### src/rtl/program_loader.sv
// rtl/program_loader.sv - framed byte-stream loader for the 16x8 SAP program RAM
// Holds the CPU in reset until a whole frame with a good checksum has been written.
module program_loader #(
    parameter int                 ADDR_W    = 4,
    parameter int                 DATA_W    = 8,
    parameter int                 MAX_LEN   = 16,
    parameter logic [DATA_W-1:0]  SYNC_BYTE = 8'hA5
) (
    input  logic              clk,
    input  logic              rst,
    input  logic [DATA_W-1:0] in_data,
    input  logic              in_valid,
    output logic              in_ready,
    output logic [ADDR_W-1:0] ram_addr,
    output logic [DATA_W-1:0] ram_data,
    output logic              ram_we,
    output logic              cpu_hold,
    output logic              done,
    output logic              err,
    output logic [1:0]        err_code
);

    localparam int CNT_W = ADDR_W + 1;

    typedef enum logic [2:0] {
        S_IDLE,
        S_LEN,
        S_DATA,
        S_CSUM,
        S_DONE,
        S_ERR
    } state_t;

    state_t            state_q,    state_d;
    logic [CNT_W-1:0]  count_q,    count_d;
    logic [CNT_W-1:0]  len_q,      len_d;
    logic [DATA_W-1:0] sum_q,      sum_d;
    logic [ADDR_W-1:0] ram_addr_q, ram_addr_d;
    logic [DATA_W-1:0] ram_data_q, ram_data_d;
    logic              ram_we_q,   ram_we_d;
    logic              cpu_hold_q, cpu_hold_d;
    logic              done_q,     done_d;
    logic              err_q,      err_d;
    logic [1:0]        err_code_q, err_code_d;

    logic              accept;
    logic              is_sync;
    logic [DATA_W-1:0] csum_total;
    logic [CNT_W-1:0]  count_inc;

    // A write cycle blocks the next byte, so at most one data byte lands every two cycles.
    assign in_ready   = ~rst & ~ram_we_q;
    assign accept     = in_valid & in_ready;
    assign is_sync    = (in_data == SYNC_BYTE);
    assign csum_total = sum_q + in_data;
    assign count_inc  = count_q + CNT_W'(1);

    always_comb begin
        state_d    = state_q;
        count_d    = count_q;
        len_d      = len_q;
        sum_d      = sum_q;
        ram_addr_d = ram_addr_q;
        ram_data_d = ram_data_q;
        ram_we_d   = 1'b0;
        cpu_hold_d = cpu_hold_q;
        done_d     = done_q;
        err_d      = err_q;
        err_code_d = err_code_q;

        if (accept) begin
            case (state_q)
                S_IDLE: begin
                    if (is_sync) state_d = S_LEN;
                end
                S_LEN: begin
                    if (in_data == '0 || in_data > DATA_W'(MAX_LEN)) begin
                        state_d    = S_ERR;
                        err_d      = 1'b1;
                        err_code_d = 2'b01;
                    end else begin
                        state_d = S_DATA;
                        count_d = '0;
                        len_d   = in_data[CNT_W-1:0];
                        sum_d   = in_data;
                    end
                end
                S_DATA: begin
                    sum_d      = csum_total;
                    ram_addr_d = count_q[ADDR_W-1:0];
                    ram_data_d = in_data;
                    ram_we_d   = 1'b1;
                    count_d    = count_inc;
                    if (count_inc == len_q) state_d = S_CSUM;
                end
                S_CSUM: begin
                    if (csum_total == '0) begin
                        state_d    = S_DONE;
                        done_d     = 1'b1;
                        cpu_hold_d = 1'b0;
                    end else begin
                        state_d    = S_ERR;
                        err_d      = 1'b1;
                        err_code_d = 2'b10;
                    end
                end
                S_DONE, S_ERR: begin
                    // Re-arming holds the CPU on the same edge the new frame starts.
                    if (is_sync) begin
                        state_d    = S_LEN;
                        done_d     = 1'b0;
                        err_d      = 1'b0;
                        err_code_d = 2'b00;
                        cpu_hold_d = 1'b1;
                    end
                end
                default: state_d = S_IDLE;
            endcase
        end
    end

    always_ff @(posedge clk) begin
        if (rst) begin
            state_q    <= S_IDLE;
            count_q    <= '0;
            len_q      <= '0;
            sum_q      <= '0;
            ram_addr_q <= '0;
            ram_data_q <= '0;
            ram_we_q   <= 1'b0;
            cpu_hold_q <= 1'b1;
            done_q     <= 1'b0;
            err_q      <= 1'b0;
            err_code_q <= 2'b00;
        end else begin
            state_q    <= state_d;
            count_q    <= count_d;
            len_q      <= len_d;
            sum_q      <= sum_d;
            ram_addr_q <= ram_addr_d;
            ram_data_q <= ram_data_d;
            ram_we_q   <= ram_we_d;
            cpu_hold_q <= cpu_hold_d;
            done_q     <= done_d;
            err_q      <= err_d;
            err_code_q <= err_code_d;
        end
    end

    assign ram_addr = ram_addr_q;
    assign ram_data = ram_data_q;
    assign ram_we   = ram_we_q;
    assign cpu_hold = cpu_hold_q;
    assign done     = done_q;
    assign err      = err_q;
    assign err_code = err_code_q;

endmodule
### config.mk
export PLATFORM = sky130hd
export DESIGN_NAME = program_loader
export DESIGN_NICKNAME = d
export VERILOG_FILES = /design/src/rtl/program_loader.sv
export SDC_FILE = /design/constraint.sdc
export NUM_CORES = 1
export LEC_CHECK = 0
export CAP_MARGIN = 40
export CELL_PAD_IN_SITES_DETAIL_PLACEMENT = 1
export CELL_PAD_IN_SITES_GLOBAL_PLACEMENT = 1
export CORE_MARGIN = 10
export CORE_UTILIZATION = 35
export CTS_BUF_LIST = sky130_fd_sc_hd__clkbuf_4 sky130_fd_sc_hd__clkbuf_8 sky130_fd_sc_hd__clkbuf_16
export CTS_CLUSTER_DIAMETER = 50
export DETAILED_ROUTE_END_ITERATION = 16
export DONT_BUFFER_PORTS = 1
export GPL_ROUTABILITY_DRIVEN = 1
export PLACE_DENSITY_LB_ADDON = 0.1
export REMOVE_ABC_BUFFERS = 1
export SLEW_MARGIN = 20
export SYNTH_ARGS = -nofsm -noshare
export SYNTH_HDL_FRONTEND = slang
export SYNTH_SLANG_ARGS = --single-unit
### constraint.sdc
create_clock -name clk -period 7.25 [get_ports clk]
set_input_delay 0.725 -clock clk [delete_from_list [all_inputs] [get_ports clk]]
set_output_delay 0.725 -clock clk [all_outputs]
set_load 0.01 [all_outputs]
==> results.json <==
{
  "worstHoldStart": "len_q[0]",
  "antenna_found_initial": 0,
  "holdBufCountCts": 0,
  "leakagePower_nw": 0.749,
  "p_sw_w": 0.0000917,
  "path_buf_inv": 0,
  "root_buffer": "clkbuf_8",
  "cts_tree": "done",
  "crit_slowest_cell": "or4b_1",
  "crit_type": "in -> reg",
  "drcViolationCount": 0,
  "fin_skew_ns": 0.00559,
  "powerDensity_nw_per_um2": 169,
  "hold_viol_final": 0,
  "clk_pin_slew_ns": 0.08,
  "grt_overflow_total": 0,
  "synth.cell_area_um2": 2140,
  "vdd_ir_drop_max_mv": 0.0724,
  "post-cts-setup-buffer-count": 0,
  "synth_area_leaders": "dfxtp_1 (36%), nand2_1 (8.1%), a21oi_1 (6.5%), nor2_1 (4.9%), ha_1 (4.7%)",
  "antenna_cells": 0,
  "p_int_w": 0.000291,
  "ys_ff_latch": 39,
  "place_hpwl_mm": 4.54,
  "r2r-start": "sum_q[0]",
  "status": "finished clean",
  "gp_congestion": 0.764,
  "grt_max_degree": 38,
  "synth_top_area_share_pct": 36.5,
  "cts_resized": 0,
  "path_depth": 7,
  "required_ns": 7.44,
  "post-route-util_pct": 38.3,
  "avgViaCountPerCell": 5.61,
  "cp_slowest_stage_delay_ns": 0.65,
  "grt_usage_pct": 12.6,
  "pin_count": 30,
  "period_share_pct": 39.3,
  "crit_family": "simple AND/OR/NAND/NOR gates",
  "postPlaceCellArea_um2": 2180,
  "synthFlopType": "dfxtp_1",
  "areaGrowthSynthToFinish_pct": 6.02,
  "setup_tns_ns": 0,
  "timing_max_transition_violations_final": 0,
  "cp_max_fo": 7,
  "fin_crit_ns": 2.85,
  "min_path_cells": 2,
  "crit_path_end_kind": "register",
  "die_w_um": 98.2,
  "drtIter0Drc": 76,
  "swShare_pct": 24.0,
  "drt_pass1_iterations": 4,
  "wirelength_mm": 6.12,
  "antenna_left": 0,
  "reg2reg_slack_ns": 4.50,
  "cts_buffer_depth": 2,
  "p_comb_share_pct": 4.0,
  "drive_gt1_share_pct": 6.82,
  "syn_area_per_cell_um2": 7.90,
  "grt_pass1_vias": 1892,
  "critPathArrivalTime_ns": 3.04,
  "seq_power_share_pct": 56.0,
  "hold_class": "reg -> reg",
  "drv_cap": 0,
  "final_nets": 283,
  "start_kind": "primary input",
  "relSlewSlack_pct": 45.3,
  "fp.dieH_um": 98.2,
  "final-seq-area_um2": 781,
  "ys_seq_area_share_pct": 36.5,
  "start_util_pct": 36.2,
  "clock.fmax_ghz": 0.351,
  "rows": 28,
  "worst_pin_slew_ns": 0.815,
  "fillers": 759,
  "synth-warning-count": 0,
  "synthMostInstantiatedCell": "nand2_1",
  "cts_sinks": 39,
  "synthCells": 271,
  "wl_per_cell_um": 18.1,
  "h-tree-depth": 2,
  "io_buffers": 0,
  "yosysTopAreaCell": "dfxtp_1",
  "fp.dieArea_um2": 9650,
  "vias": 1901,
  "rsz0062_at_grt": "no",
  "core_area_um2": 5920,
  "grt_first_pass_wirelength_mm": 10.1,
  "synth_common_cells": "nand2_1 (46), dfxtp_1 (39), a21oi_1 (28), nor2_1 (28), clkbuf_1 (14)",
  "multi_input_area_um2": 1270,
  "async_flop_share_pct": 0,
  "setup-violations-final": 0,
  "crit_start": "in_data[0]",
  "synth_edf_count": 0,
  "fin_area_um2": 2270,
  "clockPowerShare_pct": 40.0,
  "cp_cell_sequence": "ha_1 -> fa_1 -> a211oi_1 -> nor2_1 -> xor2_1 -> or4b_1 -> o311a_1",
  "cts_made_buffers": 5,
  "r2r_cells": 7,
  "clkLatencyLatePin_ns": 0.30,
  "ys_types": 53
}
[power by group through the flow]
stage | Sequential [W] | Combinational [W] | Clock, W
2_1_floorplan | 0.000219 | 0.0000121 | 0
3_3_place_gp | 0.000219 | 0.0000158 | 0
6_report | 0.000214 | 0.0000155 | 0.000153
4_1_cts | 0.000214 | 0.0000157 | 0.000160
5_1_grt | 0.000214 | 0.0000177 | 0.000165
3_5_place_dp | 0.000219 | 0.0000156 | 0
[area by class of cell]
| cell class | instances | share of cell area, % |
|---|---|---|
| clock buffers | 6 | 3.36 |
| clock inverters | 2 | 0.551 |
| well taps | 75 | 4.13 |
| repair buffers | 1 | 0.331 |
| inverters | 8 | 1.32 |
| flip-flops and latches | 39 | 34.4 |
| multi-input cells | 208 | 55.9 |
[per-stage QoR]
step	worst slack, ns	instances	power (W)	hold slack, ns
floorplan	4.31	255	0.000231	0.430
global placement	4.11	331	0.000235	0.450
detailed placement	4.09	331	0.000235	0.457
CTS	4.40	339	0.000390	0.469
global route	4.28	339	0.000397	0.477
finish	4.40	339	0.000383	0.468
[worst paths after layout]
check	end
min	len_q[0]
max	err_code[1]
min reg2reg	len_q[0]
max reg2reg	err_code[1]
[flip-flops by register name, indices dropped and copies added (netlist names)]
signal and cells:
ram_addr 4, ram_data 8, count_q 5, err_code 2, len_q 5, cpu_hold 1
sum_q 8, state_q 3, ram_we 1, err 1, done 1
[metal layers]
| layer | up-vias | track usage, % | part of all wire, % |
|---|---|---|---|
| met1 | 919 | 14.9 | 46 |
| li1 | 948 | - | - |
| met4 | 0 | 4.19 | 1.5 |
| met5 | - | 0 | 0 |
| met3 | 8 | 3.95 | 5.1 |
| met2 | 26 | 20.9 | 47 |
[cells in the final DEF, fill, tap and decap left out, types with 3 or more instances in the layout]
master,instances
clkbuf_8,5
ha_1,8
a311oi_1,4
inv_1,7
nor2_1,28
mux2i_1,3
xnor2_1,6
a22oi_1,5
dfxtp_1,39
nor3_1,5
or3_1,3
nand3_1,9
a21oi_1,28
nor2b_1,3
o2111ai_1,3
nand2b_1,3
xor2_1,5
a211oi_1,3
a2bb2oi_1,3
nand2_1,46
o21ai_0,8
[cells by family after synthesis]
| kind of cell | count (synthesis) | synth area share, % |
|---|---|---|
| compound gates | 69 | 21.7 |
| xor+xnor | 11 | 4.50 |
| fa+ha+maj | 9 | 5.61 |
| buf+inv | 24 | 4.27 |
| flops | 39 | 36.5 |
| mux | 3 | 1.40 |
| simple gates | 116 | 26.1 |
[worst min-delay path, stage by stage, from the launching register on]
cell and delay, ns:
dfxtp_1 0.32, nand2_1 0.05, a21oi_1 0.06
Note: power is estimated with default switching activity, not from simulation.
